--- config.mk ---
export PLATFORM = sky130hd
export DESIGN_NAME = spi_reg_ctrl
export DESIGN_NICKNAME = d
export VERILOG_FILES = /design/src/rtl/spi_reg_ctrl.sv
export SDC_FILE = /design/constraint.sdc
export NUM_CORES = 1
export LEC_CHECK = 0
export CAP_MARGIN = 5
export CORE_ASPECT_RATIO = 1.4
export CORE_MARGIN = 1.5
export CORE_UTILIZATION = 40
export DETAILED_ROUTE_END_ITERATION = 10
export PLACE_DENSITY = 0.67
export SYNTH_ARGS = -nofsm -noshare
export SYNTH_HDL_FRONTEND = slang
export SYNTH_SLANG_ARGS = --single-unit
--- constraint.sdc ---
create_clock -name sysClk -period 2.2 [get_ports sysClk]
set_input_delay 0.33 -clock sysClk [delete_from_list [all_inputs] [get_ports sysClk]]
set_output_delay 0.33 -clock sysClk [all_outputs]
set_load 0.01 [all_outputs]
--- src/rtl/spi_reg_ctrl.sv ---
// Command/register controller that sits on a byte-level SPI slave interface.
// The first byte of each SS frame is a command: bit7 selects read (1) or write (0),
// and bits 6:0 give the start address. The address auto-increments for each
// following byte and wraps from 127 to 0.
//
// state | meaning
// IDLE  | no frame in progress; wait for the synchronized SS falling edge
// CMD   | frame open; the next received byte is the command
// WR    | each received byte is written to reg[addr] (writes are dropped when addr >= NREGS)
// RD    | each received byte is a dummy; tx is loaded with reg[addr] for the next byte
module spi_reg_ctrl #(
  parameter int         NREGS       = 16,
  parameter logic [7:0] STATUS_BYTE = 8'h5A
) (
  input  logic                 sysClk,
  input  logic                 usrReset,
  input  logic                 SS,
  input  logic                 rxValid,
  input  logic [7:0]           rx,
  output logic [7:0]           tx,
  output logic                 regWr,
  output logic [6:0]           regWrAddr,
  output logic [NREGS*8-1:0]   regsFlat,
  output logic                 frameActive
);

  typedef enum logic [1:0] {IDLE, CMD, WR, RD} state_t;

  state_t      state, state_n;
  logic        ss_meta, ss_sync, ss_prev;
  logic        ss_fall, ss_rise;
  logic [6:0]  addr, addr_n;
  logic [7:0]  tx_n;
  logic        wr_en;
  logic        in_range;
  logic [6:0]  rd_addr;
  logic [7:0]  rd_data;
  logic [7:0]  regs [NREGS];

  // Bring SS into the sysClk domain and keep one extra flop for edge detection.
  // The flops reset to 0 (selected), so a reset taken mid-frame cannot produce
  // a falling edge until SS has gone high and then low again.
  always_ff @(posedge sysClk) begin
    if (usrReset) begin
      ss_meta <= 1'b0;
      ss_sync <= 1'b0;
      ss_prev <= 1'b0;
    end else begin
      ss_meta <= SS;
      ss_sync <= ss_meta;
      ss_prev <= ss_sync;
    end
  end

  assign ss_fall = ss_prev & ~ss_sync;
  assign ss_rise = ~ss_prev & ss_sync;

  // A read of a command byte uses the address carried in that byte; otherwise
  // the running address is used.
  assign rd_addr = (state == CMD) ? rx[6:0] : addr;

  // Read mux and write range check; out-of-range addresses read back as zero.
  always_comb begin
    rd_data  = 8'h00;
    in_range = 1'b0;
    for (int i = 0; i < NREGS; i++) begin
      if (rd_addr == 7'(i)) rd_data = regs[i];
      if (addr == 7'(i)) in_range = 1'b1;
    end
  end

  // Next-state and datapath decisions; an SS rise overrides state and tx but
  // still lets a byte received in the same cycle take effect.
  always_comb begin
    state_n = state;
    tx_n    = tx;
    addr_n  = addr;
    wr_en   = 1'b0;
    case (state)
      IDLE: begin
        if (ss_fall) begin
          state_n = CMD;
          tx_n    = STATUS_BYTE;
        end
      end
      CMD: begin
        if (rxValid) begin
          if (rx[7]) begin
            state_n = RD;
            tx_n    = rd_data;
            addr_n  = rx[6:0] + 7'd1;
          end else begin
            state_n = WR;
            tx_n    = 8'h00;
            addr_n  = rx[6:0];
          end
        end
      end
      WR: begin
        if (rxValid) begin
          wr_en  = in_range;
          addr_n = addr + 7'd1;
        end
      end
      RD: begin
        if (rxValid) begin
          tx_n   = rd_data;
          addr_n = addr + 7'd1;
        end
      end
      default: state_n = IDLE;
    endcase
    if (state != IDLE && ss_rise) begin
      state_n = IDLE;
      tx_n    = STATUS_BYTE;
    end
  end

  // State, address, tx and status outputs.
  always_ff @(posedge sysClk) begin
    if (usrReset) begin
      state       <= IDLE;
      addr        <= 7'd0;
      tx          <= STATUS_BYTE;
      regWr       <= 1'b0;
      regWrAddr   <= 7'd0;
      frameActive <= 1'b0;
    end else begin
      state       <= state_n;
      addr        <= addr_n;
      tx          <= tx_n;
      regWr       <= wr_en;
      regWrAddr   <= wr_en ? addr : regWrAddr;
      frameActive <= (state_n != IDLE);
    end
  end

  // Register file storage.
  always_ff @(posedge sysClk) begin
    for (int i = 0; i < NREGS; i++) begin
      if (usrReset) regs[i] <= 8'h00;
      else if (wr_en && addr == 7'(i)) regs[i] <= rx;
    end
  end

  for (genvar g = 0; g < NREGS; g++) begin : g_flat
    assign regsFlat[8*g +: 8] = regs[g];
  end

endmodule

* Yosys cells after proc, flatten, opt, wreduce, memory -nomap -nowiden
Memory sizes are Yosys's and may differ from the RTL's.
Cells that the tools add are included.
Widths: inputs -> output; s select.
** Word-level totals
- Input port bits :: 12
- Memories :: 1
- Output and inout port bits :: 145
- Memory bits (writable) :: 128
- Flip-flop bits (word level) :: 29
** Memories
- regs :: words 16, bits a word 8, read ports 16, clocked after Yosys merged registers in 0, wr ports 16, RTL line 38 : logic [7:0] regs [NREGS];
** Cells by class
- Multiplexer cells :: 115
- Reduce and logical (&&, ||, !) cells :: 28
- Bitwise logic cells :: 20
- Add/subtract/negate cells :: 2
- Equality and inequality tests :: 37
** Operators by type and width (number)
- $mux 8 :: 36
- $eq 7x4->1 const B :: 16
- $mux 1 :: 69
- $eq 7x3->1 const B :: 8
- $eq 7x2->1 const B :: 4
- $mux 7 :: 4
- $pmux 8 s3 :: 1
- $logic_and 1x1->1 :: 17
- $or 1x1->1 :: 16
- $add 7x1->7 const B :: 2
- $eq 7x1->1 const B :: 2
- $logic_not 7->1 :: 2
- $pmux 7 s2 :: 1
- $mux 2 :: 3
- $ne 2x2->1 const B :: 3
- $reduce_bool 2->1 :: 3
- $eq 2x2->1 const B :: 2
- $pmux 2 s2 :: 1
- $reduce_and 4->1 :: 1
- $reduce_or 2->1 :: 2
- $reduce_and 3->1 :: 1
- $reduce_bool 3->1 :: 1
- $and 1x1->1 :: 2
- $eq 2x1->1 const B :: 1
- other kinds (3) :: 4

* Depth between registers and ports, before layout
- Word-level depth :: 24
- Gate-level depth with buffers :: 11
- Mapped depth without buffers :: 9

* Least setup slack after synthesis
No wires, ideal clock.
- Kind :: register to register
- Start point :: reg addr[0]
- End point :: mem regs[6][0], in the netlist regs[0][48] (enable)
- Data required time :: 1.825 ns
- Slack :: -0.282 ns
- Library setup time :: 0.375 ns
- Cell stages (with the launch flop) :: 9
- Period minus slack after synthesis :: 2.482 ns
- Arrival time :: 2.107 ns
- Cell sequence :: dfxtp_1 > clkbuf_1 > inv_1 > ha_1 > nor4_1 > nor3_2 > clkbuf_1 > nand2_1 > o21bai_1
** RTL lines
- start, declared :: RTL line 32 : logic [6:0] addr, addr_n;
- start signal, assigned :: RTL line 130 : addr <= addr_n;
- end, declared :: RTL line 38

* Final worst setup path
- Start point :: reg state[1]
- End point :: reg tx[0]
** Between the ends
- Longest elaborated chain between the ends :: 22
- Elaborated cells between the ends (all ways) :: 48
- Classes of those cells :: eq/ne: 20; mux: 21; reduce/logical: 7
** Ends and longest elaborated chain
- start, declared :: RTL line 29 : state_t state, state_n;
- start signal, assigned :: RTL line 129 : state <= state_n;
- $eq 2x1->1 :: RTL line 60, 79
- $mux 7 :: RTL line 60 : assign rd_addr = (state == CMD) ? rx[6:0] : addr;
- $logic_not 7->1 :: RTL line 67 : if (rd_addr == 7'(i)) rd_data = regs[i];
- $mux 8 (16 in a row) :: RTL line 67
- $mux 8 :: RTL line 88 : if (rx[7]) begin
- $mux 8 :: RTL line 87 : if (rxValid) begin
- $pmux 8 s3 :: RTL line 79 : case (state)
- end signal, assigned :: RTL line 131 : tx <= tx_n;
- end, declared :: RTL line 20 : output logic [7:0] tx,
Parallel ways exist; a longest one is shown, timed or not. The select of a mux whose other input is x is not followed.
A chain may end at the register's enable or synchronous reset.

==> metrics.txt <==
most common cell after layout, fill and taps aside clkdlybuf4s50_1; hold depth 1; Fill cells 1494; placed cells 1159; Sink Count 157; final worst slack -0.0463 ns; GRT Residual Overflow 0; Tightest Hold Check Type reg2reg; total track usage 0.276; fin crit period 2.25 ns; Worst EP arrival 2.60 ns; WL/cell 23.0 um; routed via count 6945; worst-margin pin slew 0.495 ns; CTS Buf Count 17; Worst Path Required 2.56 ns; row cnt 59; type of the worst setup path reg2reg; post-synthesis cell type count 69; Final period util 1.02; Min Hold Slack 0.447 ns; violations in the final reports setup timing; Antenna Nets Post-Route 0; DRC viols 0; Synth Area in Simple Gates 0.200; Slew Limit Fails 0; top cell type's share of synthesized area 0.505; final hold vios 0; largest net degree at the start of global routing 23; Core Region 18600 um2; non-filler cells, final 1203; MaxCap Viol Count 0; RSZ-0062 raised after global routing yes; CTS Buffer Depth 2; CTS tree yes; Worst-Skew Late Latency 0.43 ns; io pins 157; leading area contributor after synthesis edfxtp_1; crit start category register; synthesized area per cell 11.5 um2; 1st-iter DRT viols 820; die footprint 19900 um2; most frequent cells in the layout clkdlybuf4s50_1 (152), buf_4 (133), edfxtp_1 (128); sequential area share after synthesis 0.582; Syn Nets 678; setup violators final 5; I/O Buffers 156; vias in the first global route 7065; H-Tree Depth 4; Synth Area in Adders 0.00822; Clock Tree Root clkbuf_16; area delta synth->final 50.9%; FFs w/ async S/R, synth 0; VDD IR max 468 uV; initial antenna violation count 0; Starting Density 0.409; DP HPWL 20.4 mm; Main synth FF type edfxtp_1; Reg clk slew, reported paths 0.07 ns; Max Fclk 0.445 GHz; layout cells sized above 1 0.282; Slew headroom 0.670; largest family of logic cells by synthesized area simple AND/OR/NAND/NOR gates; reg2reg path depth 8; XOR/XNOR Fraction of Synth Area 0.00576; cell area after synthesis 7610 um2; Area contributors post-synth edfxtp_1 (51%), and2_1 (10%), dfxtp_1 (7.6%); compound-cell area share of the yosys netlist 0.166; die width 120 um; # diodes 0; global-route wire length before repair 41.1 mm; Worst Skew 0.0137 ns; setup_tns -0.120 ns; outcome complete, but fails checks; #FFs+latches synth 157; Die Ht 166 um; Cells after Synth 661; Leak 4.28 nW; mux cell area share after synthesis 0.00938; drt pass-1 iters 6; Routed WL 27.7 mm; Ys Warns 0; EDFF count, synth 128; Vias/cell 5.77; P per Cell Area 613 nW/um2; routability cong. 0.939; Net count, final 963; total chip power 7.04 mW; CP max FO 7; endpoint type of the worst setup path register
[routing by layer]
metal / track usage / vias to the layer above / routed length, um
met5: 0 / - / 0
met4: 0.159 / 0 / 1680
met3: 0.0512 / 120 / 1810
met2: 0.484 / 416 / 14100
met1: 0.312 / 3367 / 10100
li1: - / 3042 / -
[Yosys cell counts, drive strengths merged, types with 2 or more instances]
| library cell | count |
|---|---|
| o21ai | 24 |
| o21bai | 7 |
| a211oi | 10 |
| mux2i | 6 |
| xor2 | 4 |
| a222oi | 2 |
| a41oi | 2 |
| a221oi | 9 |
| nor3 | 12 |
| nand2 | 32 |
| o221ai | 3 |
| nor4 | 4 |
| a21o | 3 |
| nand4 | 6 |
| o22ai | 9 |
| a22oi | 24 |
| o211ai | 2 |
| a31oi | 6 |
| and2 | 131 |
| and3b | 2 |
| a211o | 2 |
| a21boi | 3 |
| a21oi | 30 |
| nor2b | 6 |
| edfxtp | 128 |
| ha | 5 |
| buf | 9 |
| a22o | 8 |
| or3 | 5 |
| clkbuf | 31 |
| a41o | 2 |
| nand2b | 7 |
| nor2 | 40 |
| or2 | 3 |
| a32o | 3 |
| dfxtp | 29 |
| a221o | 2 |
| inv | 11 |
| a31o | 7 |
| o31ai | 5 |
| o21a | 3 |
| nand3 | 9 |
[path summary, 6_finish.rpt]
kind	to	slack (ns)	from
worst min-delay path	ss_sync	0.45	ss_meta
worst min register to register	ss_sync	0.45	ss_meta
worst max-delay path	tx[0]	-0.05	state[1]
worst max register to register	tx[0]	-0.05	state[1]
[area by class of cell]
type | count | area (um2) | area share
Clock inverter | 14 | 149 | 0.0130
Sequential cell | 157 | 4430 | 0.386
Timing Repair Buffer | 306 | 2850 | 0.248
Tap cell | 244 | 305 | 0.0266
Clock buffer | 18 | 429 | 0.0374
Multi-Input combinational cell | 453 | 3270 | 0.285
Inverter | 11 | 41.3 | 0.00360
[critical path, stage by stage, from the launching register on]
cell      delay [ns]
dfxtp_4         0.37
buf_6           0.13
or4b_4          0.50
o31ai_4         0.15
a21boi_4        0.37
a22o_1          0.24
a211o_2         0.15
o221ai_2        0.12
a41oi_2         0.14
[state kept, by name, indices dropped and copies added (netlist names)]
signal	flops
addr	7
regWr	1
ss_prev	1
ss_sync	1
ss_meta	1
regWrAddr	7
state	2
tx	8
regs	128
frameActive	1
[power by group]
part	internal, mW	switching, mW	total, mW	leakage, nW
Clock	1.52	1.38	2.90	0.274
Combinational	0.370	0.393	0.763	2.45
Sequential	3.29	0.0857	3.38	1.56
Total	5.18	1.86	7.04	4.28
[cells by family after synthesis]
logic type,Yosys count
flops,157
fa+ha+maj,5
mux,7
simple gates,265
buf+inv,51
xor+xnor,5
compound gates,171
[metrics by stage]
stage	setup slack, ns	cell area (um2)	util
final	-0.0463	11500	0.617
after global routing	-0.117	11500	0.617
after CTS	-0.0251	11300	0.607
after detailed placement	-0.544	10500	0.564
after global placement	-0.517	10500	0.564
after floorplan	-0.145	7630	-
[what timing repair did]
action / CTS / global route
hold buffers: 0 / 0
resized for setup: 40 / 39
pin swaps: 18 / 16
endpoints found under the hold margin: 0 / 0
endpoints found under the setup margin: 99 / 69
buffers inserted: 9 / 4
(Power assumes the default switching activity.)
